$ cat src/rtl/petersen_pkg.sv
// Shared constants, state encoding and the fixed Petersen graph tables
// (vertex pixel coordinates and the 15-entry edge list).
package petersen_pkg;

  localparam int COORD_W  = 9;
  localparam int VIDX_W   = 4;
  localparam int EIDX_W   = 4;
  localparam int NUM_VERT = 10;

  typedef enum logic [2:0] {
    ST_IDLE,
    ST_FETCH,
    ST_ORDER,
    ST_ISSUE,
    ST_WAIT,
    ST_GAP,
    ST_FIN
  } state_t;

  // First vertex of an edge: outer pentagon, spokes, then inner pentagram
  function automatic logic [VIDX_W-1:0] edgeVa(input logic [EIDX_W-1:0] e);
    case (e)
      4'd0:  edgeVa = 4'd0;
      4'd1:  edgeVa = 4'd1;
      4'd2:  edgeVa = 4'd2;
      4'd3:  edgeVa = 4'd3;
      4'd4:  edgeVa = 4'd4;
      4'd5:  edgeVa = 4'd0;
      4'd6:  edgeVa = 4'd1;
      4'd7:  edgeVa = 4'd2;
      4'd8:  edgeVa = 4'd3;
      4'd9:  edgeVa = 4'd4;
      4'd10: edgeVa = 4'd5;
      4'd11: edgeVa = 4'd7;
      4'd12: edgeVa = 4'd9;
      4'd13: edgeVa = 4'd6;
      4'd14: edgeVa = 4'd8;
      default: edgeVa = 4'd0;
    endcase
  endfunction

  // Second vertex of an edge
  function automatic logic [VIDX_W-1:0] edgeVb(input logic [EIDX_W-1:0] e);
    case (e)
      4'd0:  edgeVb = 4'd1;
      4'd1:  edgeVb = 4'd2;
      4'd2:  edgeVb = 4'd3;
      4'd3:  edgeVb = 4'd4;
      4'd4:  edgeVb = 4'd0;
      4'd5:  edgeVb = 4'd5;
      4'd6:  edgeVb = 4'd6;
      4'd7:  edgeVb = 4'd7;
      4'd8:  edgeVb = 4'd8;
      4'd9:  edgeVb = 4'd9;
      4'd10: edgeVb = 4'd7;
      4'd11: edgeVb = 4'd9;
      4'd12: edgeVb = 4'd6;
      4'd13: edgeVb = 4'd8;
      4'd14: edgeVb = 4'd5;
      default: edgeVb = 4'd0;
    endcase
  endfunction

  // Vertex x coordinate in pixels
  function automatic logic [COORD_W-1:0] vertexX(input logic [VIDX_W-1:0] v);
    case (v)
      4'd0: vertexX = 9'd120;
      4'd1: vertexX = 9'd215;
      4'd2: vertexX = 9'd179;
      4'd3: vertexX = 9'd61;
      4'd4: vertexX = 9'd25;
      4'd5: vertexX = 9'd120;
      4'd6: vertexX = 9'd168;
      4'd7: vertexX = 9'd149;
      4'd8: vertexX = 9'd91;
      4'd9: vertexX = 9'd72;
      default: vertexX = 9'd0;
    endcase
  endfunction

  // Vertex y coordinate in pixels
  function automatic logic [COORD_W-1:0] vertexY(input logic [VIDX_W-1:0] v);
    case (v)
      4'd0: vertexY = 9'd60;
      4'd1: vertexY = 9'd129;
      4'd2: vertexY = 9'd241;
      4'd3: vertexY = 9'd241;
      4'd4: vertexY = 9'd129;
      4'd5: vertexY = 9'd110;
      4'd6: vertexY = 9'd145;
      4'd7: vertexY = 9'd200;
      4'd8: vertexY = 9'd200;
      4'd9: vertexY = 9'd145;
      default: vertexY = 9'd0;
    endcase
  endfunction

endpackage

$ cat src/rtl/petersen_rom.sv
// Pure combinational lookup from edge index to the two endpoint
// coordinates, in edge-table order (no ordering applied here).
module petersen_rom
  import petersen_pkg::*;
(
  input  logic [EIDX_W-1:0]  edgeSel_i,
  output logic [COORD_W-1:0] xa_o,
  output logic [COORD_W-1:0] ya_o,
  output logic [COORD_W-1:0] xb_o,
  output logic [COORD_W-1:0] yb_o
);

  logic [VIDX_W-1:0] va;
  logic [VIDX_W-1:0] vb;

  // Resolve the edge to its vertices, then the vertices to pixels
  always_comb begin
    va   = edgeVa(edgeSel_i);
    vb   = edgeVb(edgeSel_i);
    xa_o = vertexX(va);
    ya_o = vertexY(va);
    xb_o = vertexX(vb);
    yb_o = vertexY(vb);
  end

endmodule

$ cat src/rtl/petersen_edge_sequencer.sv
// Walks the Petersen edge table, orders each edge so x1 <= x2, and hands
// it to the line stage with a start/done handshake plus a settle gap.
module petersen_edge_sequencer
  import petersen_pkg::*;
#(
  parameter int NUM_EDGES  = 15,
  parameter int GAP_CYCLES = 16
) (
  input  logic               i_clk,
  input  logic               i_rst,
  input  logic               i_start,
  input  logic               i_line_done,
  output logic               o_line_start,
  output logic [COORD_W-1:0] o_x1,
  output logic [COORD_W-1:0] o_y1,
  output logic [COORD_W-1:0] o_x2,
  output logic [COORD_W-1:0] o_y2,
  output logic [EIDX_W-1:0]  o_edge_idx,
  output logic               o_busy,
  output logic               o_done
);

  localparam int GAP_W = $clog2(GAP_CYCLES + 1);
  localparam logic [GAP_W-1:0]  GAP_LAST  = GAP_W'(GAP_CYCLES - 1);
  localparam logic [EIDX_W-1:0] EDGE_LAST = EIDX_W'(NUM_EDGES - 1);

  state_t             state_q, state_d;
  logic [EIDX_W-1:0]  idx_q, idx_d;
  logic [GAP_W-1:0]   gap_q, gap_d;
  logic               busy_q, busy_d;
  logic [COORD_W-1:0] xa_q, ya_q, xb_q, yb_q;
  logic [COORD_W-1:0] xa_d, ya_d, xb_d, yb_d;
  logic [COORD_W-1:0] x1_q, y1_q, x2_q, y2_q;
  logic [COORD_W-1:0] x1_d, y1_d, x2_d, y2_d;
  logic [COORD_W-1:0] romXa, romYa, romXb, romYb;

  petersen_rom u_rom (
    .edgeSel_i (idx_q),
    .xa_o      (romXa),
    .ya_o      (romYa),
    .xb_o      (romXb),
    .yb_o      (romYb)
  );

  // State and datapath registers; reset abandons any run in progress
  always_ff @(posedge i_clk) begin
    if (i_rst) begin
      state_q <= ST_IDLE;
      idx_q   <= '0;
      gap_q   <= '0;
      busy_q  <= 1'b0;
      xa_q    <= '0;
      ya_q    <= '0;
      xb_q    <= '0;
      yb_q    <= '0;
      x1_q    <= '0;
      y1_q    <= '0;
      x2_q    <= '0;
      y2_q    <= '0;
    end else begin
      state_q <= state_d;
      idx_q   <= idx_d;
      gap_q   <= gap_d;
      busy_q  <= busy_d;
      xa_q    <= xa_d;
      ya_q    <= ya_d;
      xb_q    <= xb_d;
      yb_q    <= yb_d;
      x1_q    <= x1_d;
      y1_q    <= y1_d;
      x2_q    <= x2_d;
      y2_q    <= y2_d;
    end
  end

  // Next-state logic: fetch, order, issue, wait for done, settle, repeat
  always_comb begin
    state_d = state_q;
    idx_d   = idx_q;
    gap_d   = gap_q;
    busy_d  = busy_q;
    xa_d    = xa_q;
    ya_d    = ya_q;
    xb_d    = xb_q;
    yb_d    = yb_q;
    x1_d    = x1_q;
    y1_d    = y1_q;
    x2_d    = x2_q;
    y2_d    = y2_q;
    case (state_q)
      ST_IDLE: begin
        if (i_start) begin
          state_d = ST_FETCH;
          busy_d  = 1'b1;
          idx_d   = '0;
        end
      end
      ST_FETCH: begin
        xa_d    = romXa;
        ya_d    = romYa;
        xb_d    = romXb;
        yb_d    = romYb;
        state_d = ST_ORDER;
      end
      ST_ORDER: begin
        if (xa_q > xb_q) begin
          x1_d = xb_q;
          y1_d = yb_q;
          x2_d = xa_q;
          y2_d = ya_q;
        end else begin
          x1_d = xa_q;
          y1_d = ya_q;
          x2_d = xb_q;
          y2_d = yb_q;
        end
        state_d = ST_ISSUE;
      end
      ST_ISSUE: begin
        state_d = ST_WAIT;
      end
      ST_WAIT: begin
        if (i_line_done) begin
          gap_d   = '0;
          state_d = ST_GAP;
        end
      end
      ST_GAP: begin
        if (gap_q == GAP_LAST) begin
          if (idx_q == EDGE_LAST) begin
            state_d = ST_FIN;
          end else begin
            idx_d   = idx_q + 4'd1;
            state_d = ST_FETCH;
          end
        end else begin
          gap_d = gap_q + 1'b1;
        end
      end
      ST_FIN: begin
        busy_d  = 1'b0;
        state_d = ST_IDLE;
      end
      default: begin
        state_d = ST_IDLE;
      end
    endcase
  end

  assign o_line_start = (state_q == ST_ISSUE);
  assign o_done       = (state_q == ST_FIN);
  assign o_busy       = busy_q;
  assign o_edge_idx   = idx_q;
  assign o_x1         = x1_q;
  assign o_y1         = y1_q;
  assign o_x2         = x2_q;
  assign o_y2         = y2_q;

endmodule

$ cat config.mk
export PLATFORM = sky130hd
export DESIGN_NAME = petersen_edge_sequencer
export DESIGN_NICKNAME = d
export VERILOG_FILES = /design/src/rtl/petersen_pkg.sv /design/src/rtl/petersen_rom.sv /design/src/rtl/petersen_edge_sequencer.sv
export SDC_FILE = /design/constraint.sdc
export NUM_CORES = 1
export LEC_CHECK = 0
export ABC_AREA = 1
export CAP_MARGIN = 25
export CELL_PAD_IN_SITES_DETAIL_PLACEMENT = 0
export CELL_PAD_IN_SITES_GLOBAL_PLACEMENT = 1
export CORE_MARGIN = 2
export CORE_UTILIZATION = 39
export CTS_BUF_LIST = sky130_fd_sc_hd__clkbuf_8
export CTS_CLUSTER_DIAMETER = 80
export DETAILED_ROUTE_END_ITERATION = 8
export GPL_TIMING_DRIVEN = 0
export PLACE_DENSITY_LB_ADDON = 0.1
export SLEW_MARGIN = 20
export SYNTH_ARGS = -nofsm -noshare
export SYNTH_HDL_FRONTEND = slang
export SYNTH_SLANG_ARGS = --single-unit
$ cat constraint.sdc
create_clock -name i_clk -period 2 [get_ports i_clk]
set_clock_uncertainty 0.05 [all_clocks]
set_input_delay 0.4 -clock i_clk [delete_from_list [all_inputs] [get_ports i_clk]]
set_output_delay 0.4 -clock i_clk [all_outputs]
set_load 0.02 [all_outputs]
**Word level (Yosys, flattened, before mapping)**

Memories as Yosys holds them, arrays and structs flattened. A register that Yosys moved wholly into a read port is not among the register bits.
Cells that the tools add are included.

- Output and inout port bits: 43
- Memories: 6
- Logic and storage cells: 64
- Bits in read-only memories: 640
- Flip-flop bits (word level): 85

- Multiplexer cells: 22
- $add $sub $neg: 2
- $lt $le $gt $ge: 1
- Equal/unequal tests: 13
- Reduce and logical (&&, ||, !) cells: 8

Memory list:

| memory | words | bits a word | read ports | clocked after Yosys merged registers in | write ports | line | source |
|---|---|---|---|---|---|---|---|
| (no name shown) | 16 | 8 | 1 | 1 | 0 | petersen_pkg.sv:66 | `case (v)` |
| (no name shown) | 16 | 8 | 1 | 1 | 0 | petersen_pkg.sv:83 | `case (v)` |
| (no name shown) | 16 | 8 | 1 | 1 | 0 | petersen_pkg.sv:66 |  |
| (no name shown) | 16 | 8 | 1 | 1 | 0 | petersen_pkg.sv:83 |  |
| (no name shown) | 16 | 4 | 1 | 1 | 0 | petersen_pkg.sv:22 | `case (e)` |
| (no name shown) | 16 | 4 | 1 | 1 | 0 | petersen_pkg.sv:44 | `case (e)` |

Operator list:

| kind | number |
|---|---|
| 9-bit two-way mux | 4 |
| 4-bit two-way mux | 7 |
| 3-bit one-hot mux with 6 select lines | 1 |
| 3-bit two-way mux | 4 |
| 5-bit two-way mux | 2 |
| 2-bit inequality test, second input constant | 5 |
| 5-bit one-hot mux with 2 select lines | 1 |
| 3-bit equality test, second input constant | 3 |
| 9-bit > comparator | 1 |
| 4-bit one-hot mux with 2 select lines | 1 |
| 3-bit by 2-bit equality test with 1-bit output, second input constant | 2 |
| 3-bit AND reduction | 2 |
| 2-bit nonzero test | 3 |
| 5-bit by 1-bit adder with 5-bit output, second input constant | 1 |
| 5-bit by 4-bit equality test with 1-bit output, second input constant | 1 |
| 4-bit by 1-bit adder with 4-bit output, second input constant | 1 |
| 4-bit equality test, second input constant | 1 |
| 4-bit AND reduction | 1 |
| 3-bit by 1-bit equality test with 1-bit output, second input constant | 1 |
| 3-bit logical NOT | 1 |
| 1-bit one-hot mux with 2 select lines | 1 |
| 2-bit AND reduction | 1 |
| 1-bit two-way mux | 1 |

**Longest topological paths before layout**

Gate-level depths: netlist of run 1.

- Word-level depth: 6
- Depth in mapped cells: 17
- Gate-level depth less buffers: 17

**By module**

From an unflattened synthesis of run 1, not the netlist that was laid out.

- Cell total of the unflattened synthesis: 775
- Area, all modules: 5181.2 um^2

Modules (own cells, without submodules):

| module | cells an instance | area each (um^2) | instances |
|---|---|---|---|
| petersen_edge_sequencer | 562 | 4047.6 | 1 |
| petersen_rom | 213 | 1133.6 | 1 |

**Worst setup path after synthesis of run 1**

No wires, ideal clock.

- Path type: reg-to-reg
- Start point: register gap_q[0]
- End point: register u_rom.vb[1] (netlist name)
- Stages on the path, launching flop included: 17
- Setup time: 0.113 ns
- Clock period less this slack: 2.171 ns
- Path buffers: 0
- Arrival time: 2.008 ns
- Data required time: 1.837 ns
- Path slack: -0.171 ns
- Path through: dfxtp_1 > ha_1 > inv_1 > nor3_1 > ha_1 > inv_1 > nand4_2 > nand2_4 > inv_2 > nand2_4 > nand2_2 > nand3_2 > ha_1 > nand2_1 > nand2_1 > nand2_1 > nand2_1

- Cells in the longest elaborated chain, start to end: 5

RTL lines:

| what | line | source |
|---|---|---|
| start: declaration | petersen_edge_sequencer.sv:29 | `logic [GAP_W-1:0] gap_q, gap_d;` |
| start signal: assignment | petersen_edge_sequencer.sv:63 | `gap_q <= gap_d;` |
| 5-bit by 4-bit equality test with 1-bit output | petersen_edge_sequencer.sv:129 | `if (gap_q == GAP_LAST) begin` |
| 2-bit inequality test (no line) | - |  |
| 4-bit AND reduction (no line) | - |  |
| 4-bit two-way mux (no line) (2 in series) | - |  |

Every way passes these cells.
A chain may end at the register's enable or synchronous reset.

**Final worst setup path of run 1**

- Start point: register gap_q[0]
- End point: register u_rom.va[1] (netlist name)

- Cells in the longest elaborated chain, start to end: 5

RTL lines:

| what | line |
|---|---|
| 5-bit by 4-bit equality test with 1-bit output | petersen_edge_sequencer.sv:129 |
| 2-bit inequality test (no line) | - |
| 4-bit AND reduction (no line) | - |
| 4-bit two-way mux (no line) (2 in series) | - |

Every way passes these cells.

==> summary.md, run 1 <==
| Metric | Value |
|---|---|
| GRT Overall Usage | 0.213 |
| Sink Count | 85 |
| Max-cap violations | 0 |
| CTS buffer count | 9 |
| Final setup viols | 5 |
| Cells along the critical path | ha_4, inv_4, nor3_4, ha_2, inv_2, nand4_4, nand2_4, inv_6, nand2_8, nand2_4, nand3_4, ha_4, nand2_2, nand3_2, nand2_2 |
| Reg2reg end | u_rom.va[1] |
| Worst slew margin | 0.600 |
| Slew Limit Fails | 0 |
| Drt total wl | 13,400 um |
| 1st-iter DRT viols | 174 |
| Tightest Pin Transition | 0.601 ns |
| CP delay by family, top | simple AND/OR/NAND/NOR gates |
| Worst min path class | reg2reg |
| Min Tclk post-route | 2.10 ns |
| Core area | 12,100 um2 |
| CTS max path bufs | 2 |
| Flops & latches, synth | 85 |
| Yosys warns | 0 |
| IO buf count | 42 |
| WL/cell | 14.7 um |
| Async SR Flop Fraction | 0 |
| Post-synthesis compound-gate area fraction | 0.158 |
| Post-route cell area | 6080 um2 |
| Routability congestion estimate from global placement | 0.920 |
| Final Cycle Share | 1.05 |
| Post-Synth Simple-Gate Area | 0.311 |
| Via-to-Cell Ratio | 5.06 |
| Fin. Hold Viols | 0 |
| Final nets | 778 |
| Origin of the critical flop-to-flop path | gap_q[0] |
| Cell Rows | 40 |
| Mapped cell area | 4850 um2 |
| Hold EP | o_busy |
| Slack of the critical path | -0.102 ns |
| Crit path arrival time | 2.31 ns |
| Htree depth | 3 |
| Initial Util | 0.402 |
| Max incr delay on CP | 0.37 ns |
| Synth Instances | 673 |
| Required time worst endpoint | 2.21 ns |
| Post-synthesis sequential area ratio | 0.351 |
| Post-DRT Antenna Nets | 0 |
| Vias in the first global route | 4,354 |
| Clock transition at path regs | 0.08 ns |
| Number of enable flip-flop cells after synthesis | 0 |
| P_sw | 5420 uW |
| Die Span X | 115 um |
| CTS tree | yes |
| Top post-synthesis cells by area | dfxtp_1 35%, nand2_1 11%, nand3_1 9.5%, ha_1 7.7%, inv_1 6.1% |
| N_diodes | 0 |
| Combinational Power Share | 0.635 |
| Mean post-synth cell area | 7.20 um2 |
| Clock power share | 0.107 |
| First-pass GRT wire length | 22,200 um |
| RSZ-0062 raised after global routing | true |
| Adder-cell share of the synthesized area | 0.0774 |
| Die Y-Extent | 115 um |
| Synth area leader | dfxtp_1 |
| Grt ovf | 0 |
| Vias | 4,641 |
| Failing checks | negative setup slack |
| Fin cells | 917 |
| Pwr/cell area | 1790 nW/um2 |
| Placed Cells | 886 |
| Area of placed instances | 5570 um2 |
| CP max stage cell | dfxtp_4 |
| Layout cell share with drive strength beyond 1 | 0.183 |
| Outcome | finished, violations left |
| Worst Path Max Fanout | 7 |
| CP Capture Type | flop |
| DP HPWL | 10,100 um |
| CP startpoint kind | flop |
| XOR/XNOR Fraction of Synth Area | 0 |
| CP Launch Point | gap_q[0] |
| Leak pwr | 0.00271 uW |
| Largest family of logic cells by synthesized area | simple AND/OR/NAND/NOR gates |
| Root Buffer | clkbuf_8 |
| IO Count | 47 |
| Die Footprint | 13,300 um2 |
| Flop pwr share | 0.257 |
| CP Buf/Inv Count | 3 |
| Multiplexer share of the synthesized area | 0 |
| Worst Hold Launch | o_busy |
| Min-Delay Path Depth | 2 |
| Kind of critical path | reg2reg |
| Largest net degree at the start of global routing | 14 |
| DR pass1 iterations | 5 |
| Reg2Reg Depth | 15 |
| Worst Hold Margin | 0.435 ns |
| DRC Markers | 0 |
| Commonest register cell after synthesis | dfxtp_1 |
| Top achievable clock speed | 476 MHz |
| Synth-to-layout area growth | 25.4% |
| Sw Share | 0.498 |
| Worst-Skew Late Latency | 0.37 ns |
| Internal power | 5460 uW |
| Peak supply drop | 0.811 mV |
| Distinct cells, synth | 43 |
| Yosys top cell area share | 0.351 |
| Initial antenna violation count | 0 |
| R2r setup slk | -0.10 ns |
-- cell usage in the layout, fill, tap and decap left out, types with 3 or more instances in the layout --
master	n
o21a_1	33
a31oi_1	6
inv_2	6
nor3_1	5
o211ai_1	7
nor2_1	33
nor2_4	3
dfxtp_1	72
nand2_4	9
o21ai_1	4
ha_4	5
conb_1	4
dfxtp_4	6
nand2_2	7
ha_1	23
inv_4	3
nand3_2	11
buf_4	21
clkdlybuf4s50_1	38
buf_2	12
dlygate4sd2_1	3
clkbuf_2	4
buf_6	4
clkbuf_1	9
a21oi_1	39
a221oi_1	3
o21ai_0	20
nand2_1	142
clkbuf_8	12
nand3_1	85
inv_1	74
nand3_4	4
dfxtp_2	7
-- metal layers --
| metal | track usage | up-vias | routed length [um] |
|---|---|---|---|
| li1 | - | 2345 | - |
| met1 | 0.294 | 2171 | 6400 |
| met2 | 0.334 | 106 | 6060 |
| met3 | 0.0377 | 19 | 691 |
| met4 | 0.0811 | 0 | 291 |
| met5 | 0 | - | 0 |
-- tightest hold or removal path, stage by stage, from the launching register on --
cell and delay, ns:
dfxtp_1 0.31, o21ai_0 0.07, a21oi_1 0.06
-- kinds of logic after synthesis --
logic type	count (synthesis)
buf+inv	122
compound gates	122
fa+ha+maj	30
simple gates	313
flops	85
other cells	1
-- Yosys cell counts (2+ instances only) --
master / n
nor2_1: 34
ha_1: 30
nor2_2: 2
nand2_2: 7
o21ai_1: 3
a221oi_1: 3
nand2_4: 7
a21oi_1: 40
buf_2: 14
nand3_2: 7
nand4_1: 2
nand3_1: 92
nand2_1: 145
a31oi_1: 6
nor2_8: 2
buf_4: 5
o21ai_0: 21
o211ai_1: 7
inv_2: 4
inv_1: 79
nor3b_1: 2
nor3_1: 6
nor2_4: 2
dfxtp_1: 85
clkbuf_1: 18
o21a_1: 33
-- flip-flops by register name, summed over array words and instances (netlist names) --
name        flops
gap_q           5
o_busy          1
o_edge_idx      4
o_x1            8
o_x2            8
o_y1            8
o_y2            8
state_q         3
u_rom.va        4
u_rom.vb        4
xa_q            8
xb_q            8
ya_q            8
yb_q            8
-- per-stage QoR --
step / worst slack [ns] / utilization / power, uW / TNS [ns]
floorplan: 0.0157 / - / 6960 / 0
global placement: -0.393 / 0.462 / 8560 / -16.60
detailed placement: -0.408 / 0.462 / 8670 / -17.36
CTS: -0.191 / 0.492 / 10400 / -0.911
global route: -0.247 / 0.504 / 11800 / -1.69
finish: -0.102 / 0.504 / 10900 / -0.444
-- timing repair --
item	CTS	global route
pin swaps	13	18
resized for setup	39	45
setup endpoints to repair	41	50
buffers inserted	11	4
hold buffers	0	0
-- power by group through the flow --
stage | combinational, uW | sequential [uW] | clock (uW)
2_1_floorplan | 4120 | 2840 | 0
3_3_place_gp | 5770 | 2790 | 0
3_5_place_dp | 5860 | 2810 | 0
4_1_cts | 6400 | 2770 | 1200
5_1_grt | 7680 | 2870 | 1290
6_report | 6910 | 2800 | 1170
-- worst max path at each step --
stage / slack (ns) / to / cells after the start
2_1_floorplan: 0.02 / u_rom.va[1] / 17
3_3_place_gp: -0.39 / u_rom.vb[0] / 7
3_5_place_dp: -0.41 / u_rom.vb[0] / 7
4_1_cts: -0.19 / u_rom.va[0] / 17
5_1_grt: -0.25 / u_rom.vb[1] / 16
6_report: -0.10 / u_rom.va[1] / 15
-- layout make-up --
type | count | area (um2)
Fill cell | 1232 | 5980
Multi-Input combinational cell | 469 | 2860
Sequential cell | 85 | 1730
Timing Repair Buffer | 57 | 539
Inverter | 84 | 328
Buffer | 38 | 223
Tap cell | 168 | 210
Clock buffer | 12 | 165
Clock inverter | 4 | 22.5
No activity file was read; power rests on OpenSTA's default activity.
==> inputs of run 2 (changes only) <==
CAP_MARGIN = 20   (was 25)
CORE_MARGIN = 8   (was 2)
==> run 2 against run 1 <==
The flow still finishes with violations (negative setup slack). Via count fell by 0.78%. Non-clock buffer count rose by 4. Largest cell class unchanged. Flip-flop and latch count did not move.
==> summary.md, run 2 (same netlist as run 1, synthesis figures left out) <==
| Metric | Value |
|---|---|
| Top achievable clock speed | 463 MHz (-2.6%) |
| Clock power share | 0.107 (about the same) |
| N_diodes | 0 (unchanged) |
| Kind of critical path | reg2reg |
| Drt total wl | 13,700 um (+1.7%) |
| IO Count | 47 (unchanged) |
| Cts hold-fix bufs | 0 (unchanged) |
| P_sw | 5690 uW (+5.0%) |
| Crit path arrival time | 2.36 ns (+0.05 ns) |
| CTS tree | yes |
| Final nets | 782 (+0.51%) |
| Worst Hold Margin | 0.438 ns (+0.00304 ns) |
| RSZ-0062 raised after global routing | true |
| First-pass GRT wire length | 22,200 um (about the same) |
| Pwr/cell area | 1870 nW/um2 (+4.7%) |
| # fillers | 1,238 (+0.49%) |
| CP delay by family, top | simple AND/OR/NAND/NOR gates |
| Failing checks | negative setup slack |
| Outcome | finished, violations left |
| Worst Path Max Fanout | 7 (unchanged) |
| Commonest non-fill, non-tap cell in the layout | nand2_1 |
| GRT Overall Usage | 0.171 (-0.0423) |
| Worst min path class | reg2reg |
| R2r setup slk | -0.16 ns (-0.06 ns) |
| Slew Limit Fails | 0 (unchanged) |
| Die Span X | 127 um (+10%) |
| Required time worst endpoint | 2.20 ns (about the same) |
| Fin. Hold Viols | 0 (unchanged) |
| Initial antenna violation count | 0 (unchanged) |
| Post-DRT Antenna Nets | 0 (unchanged) |
| Flop pwr share | 0.241 (-0.016) |
| Final setup viols | 7 (+2) |
| IO buf count | 42 (unchanged) |
| Min Tclk post-route | 2.16 ns (+0.0567 ns) |
| Worst-Skew Late Latency | 0.37 ns (about the same) |
| Vias | 4,605 (-0.78%) |
| Die Footprint | 16,300 um2 (+22%) |
| Peak supply drop | 0.905 mV (+12%) |
| Max-cap violations | 0 (unchanged) |
| Leak pwr | 0.00273 uW (+0.86%) |
| Final Cycle Share | 1.08 (+0.0284) |
| CTS buffer count | 9 (unchanged) |
| Die Y-Extent | 127 um (+10%) |
| Most frequent cells in the layout | 139 x nand2_1, 85 x nand3_1, 72 x inv_1, 71 x dfxtp_1, 39 x clkdlybuf4s50_1 |
| CP Capture Type | flop |
| CP max stage cell | dfxtp_2 |
| Area of placed instances | 5570 um2 (unchanged) |
| Sink Count | 85 (unchanged) |
| 1st-iter DRT viols | 234 (+34%) |
| Internal power | 5950 uW (+8.9%) |
| DP HPWL | 10,300 um (+2.5%) |
| Synth-to-layout area growth | 28.1% |
| Root Buffer | clkbuf_8 |
| Tightest Pin Transition | 0.579 ns (-0.0221 ns) |
| Layout cell share with drive strength beyond 1 | 0.195 (+0.0123) |
| Via-to-Cell Ratio | 5.00 (-1.2%) |
| Vias in the first global route | 4,344 (-0.23%) |
| Worst slew margin | 0.614 (+0.0147) |
| WL/cell | 14.8 um (+1.3%) |
| DR pass1 iterations | 4 (-1) |
| Max incr delay on CP | 0.36 ns (about the same) |
| Cell Rows | 40 (unchanged) |
| CP startpoint kind | flop |
| Cells along the critical path | ha_4, inv_4, nor3_4, ha_2, inv_2, nand4_4, nand2_4, inv_6, nand2_8, nand2_4, nand3_4, ha_4, nand2_2, nand3_1, nand2_1 |
| Sw Share | 0.489 (-0.00922) |
| CP Buf/Inv Count | 3 (unchanged) |
| Initial Util | 0.402 (unchanged) |
| Combinational Power Share | 0.653 (+0.018) |
| Htree depth | 3 (unchanged) |
| CTS max path bufs | 2 (unchanged) |
| Post-route cell area | 6210 um2 (+2.2%) |
| Grt ovf | 0 (unchanged) |
| Core area | 12,100 um2 (unchanged) |
| Slack of the critical path | -0.159 ns (-0.0567 ns) |
| DRC Markers | 0 (unchanged) |
| Clock transition at path regs | 0.08 ns (about the same) |
| Largest net degree at the start of global routing | 14 (unchanged) |
| Routability congestion estimate from global placement | 0.885 (-3.9%) |
[run 2: cell types whose count changed in the layout (fill, tap and decap cells not counted), sizes merged]
cell | before | now
buf | 39 | 43
clkbuf | 26 | 28
clkdlybuf4s50 | 38 | 39
clkinv | 4 | 3
dlymetal6s2s | 1 | 0
inv | 84 | 83
[run 2: power groups by stage]
stage | clock, uW | combinational (uW) | sequential, uW
after global placement | 0 | 5790 | 2790
after CTS | 1290 | 6430 | 2770
after global routing | 1350 | 8290 | 2870
after floorplan | 0 | 4120 | 2840
after detailed placement | 0 | 5870 | 2800
final | 1240 | 7600 | 2800
[run 2: path summary, 6_finish.rpt]
kind / start / endpoint / cells past startpoint
worst min register to register: yb_q[7] / yb_q[7] / 2
worst max-delay path: gap_q[1] / u_rom.va[1] / 15
worst max register to register: gap_q[1] / u_rom.va[1] / 15
worst min-delay path: yb_q[7] / yb_q[7] / 2
[run 2: worst register-to-register path: cells and delay by family, from the launching register on]
kind          cells  cell delay [ns]
buf+inv           3             0.19
simple gates      9             0.77
flops             1             0.36
fa+ha+maj         3             0.66
[run 2: layout make-up]
| type | count | area [um2] | area share |
|---|---|---|---|
| Buffer | 38 | 223 | 0.0359 |
| Clock buffer | 14 | 193 | 0.0310 |
| Clock inverter | 2 | 13.8 | 0.00222 |
| Inverter | 84 | 328 | 0.0528 |
| Multi-Input combinational cell | 469 | 2920 | 0.470 |
| Sequential cell | 85 | 1730 | 0.279 |
| Tap cell | 168 | 210 | 0.0338 |
| Timing Repair Buffer | 61 | 592 | 0.0953 |
[run 2: per-layer routing]
layer | global-route usage | wire length (um) | up-vias
met1 | 0.219 | 6410 | 2142
met3 | 0.0345 | 711 | 19
li1 | - | - | 2351
met5 | 0 | 0 | -
met2 | 0.273 | 6290 | 93
met4 | 0.0742 | 266 | 0
[run 2: stage by stage]
| step | worst slack [ns] | utilization | instances | TNS (ns) | power [uW] |
|---|---|---|---|---|---|
| floorplan | 0.0157 | - | 676 | 0 | 6960 |
| global placement | -0.380 | 0.462 | 886 | -15.76 | 8580 |
| detailed placement | -0.411 | 0.462 | 886 | -16.72 | 8670 |
| CTS | -0.191 | 0.497 | 914 | -0.892 | 10500 |
| global route | -0.300 | 0.515 | 921 | -2.84 | 12500 |
| finish | -0.159 | 0.515 | 921 | -0.722 | 11600 |
[run 2: timing repair]
item / CTS / global route
cloned: 0 / 1
resized for setup: 42 / 54
setup endpoints to repair: 40 / 50
setup buffers: 12 / 6
pin swaps: 19 / 22
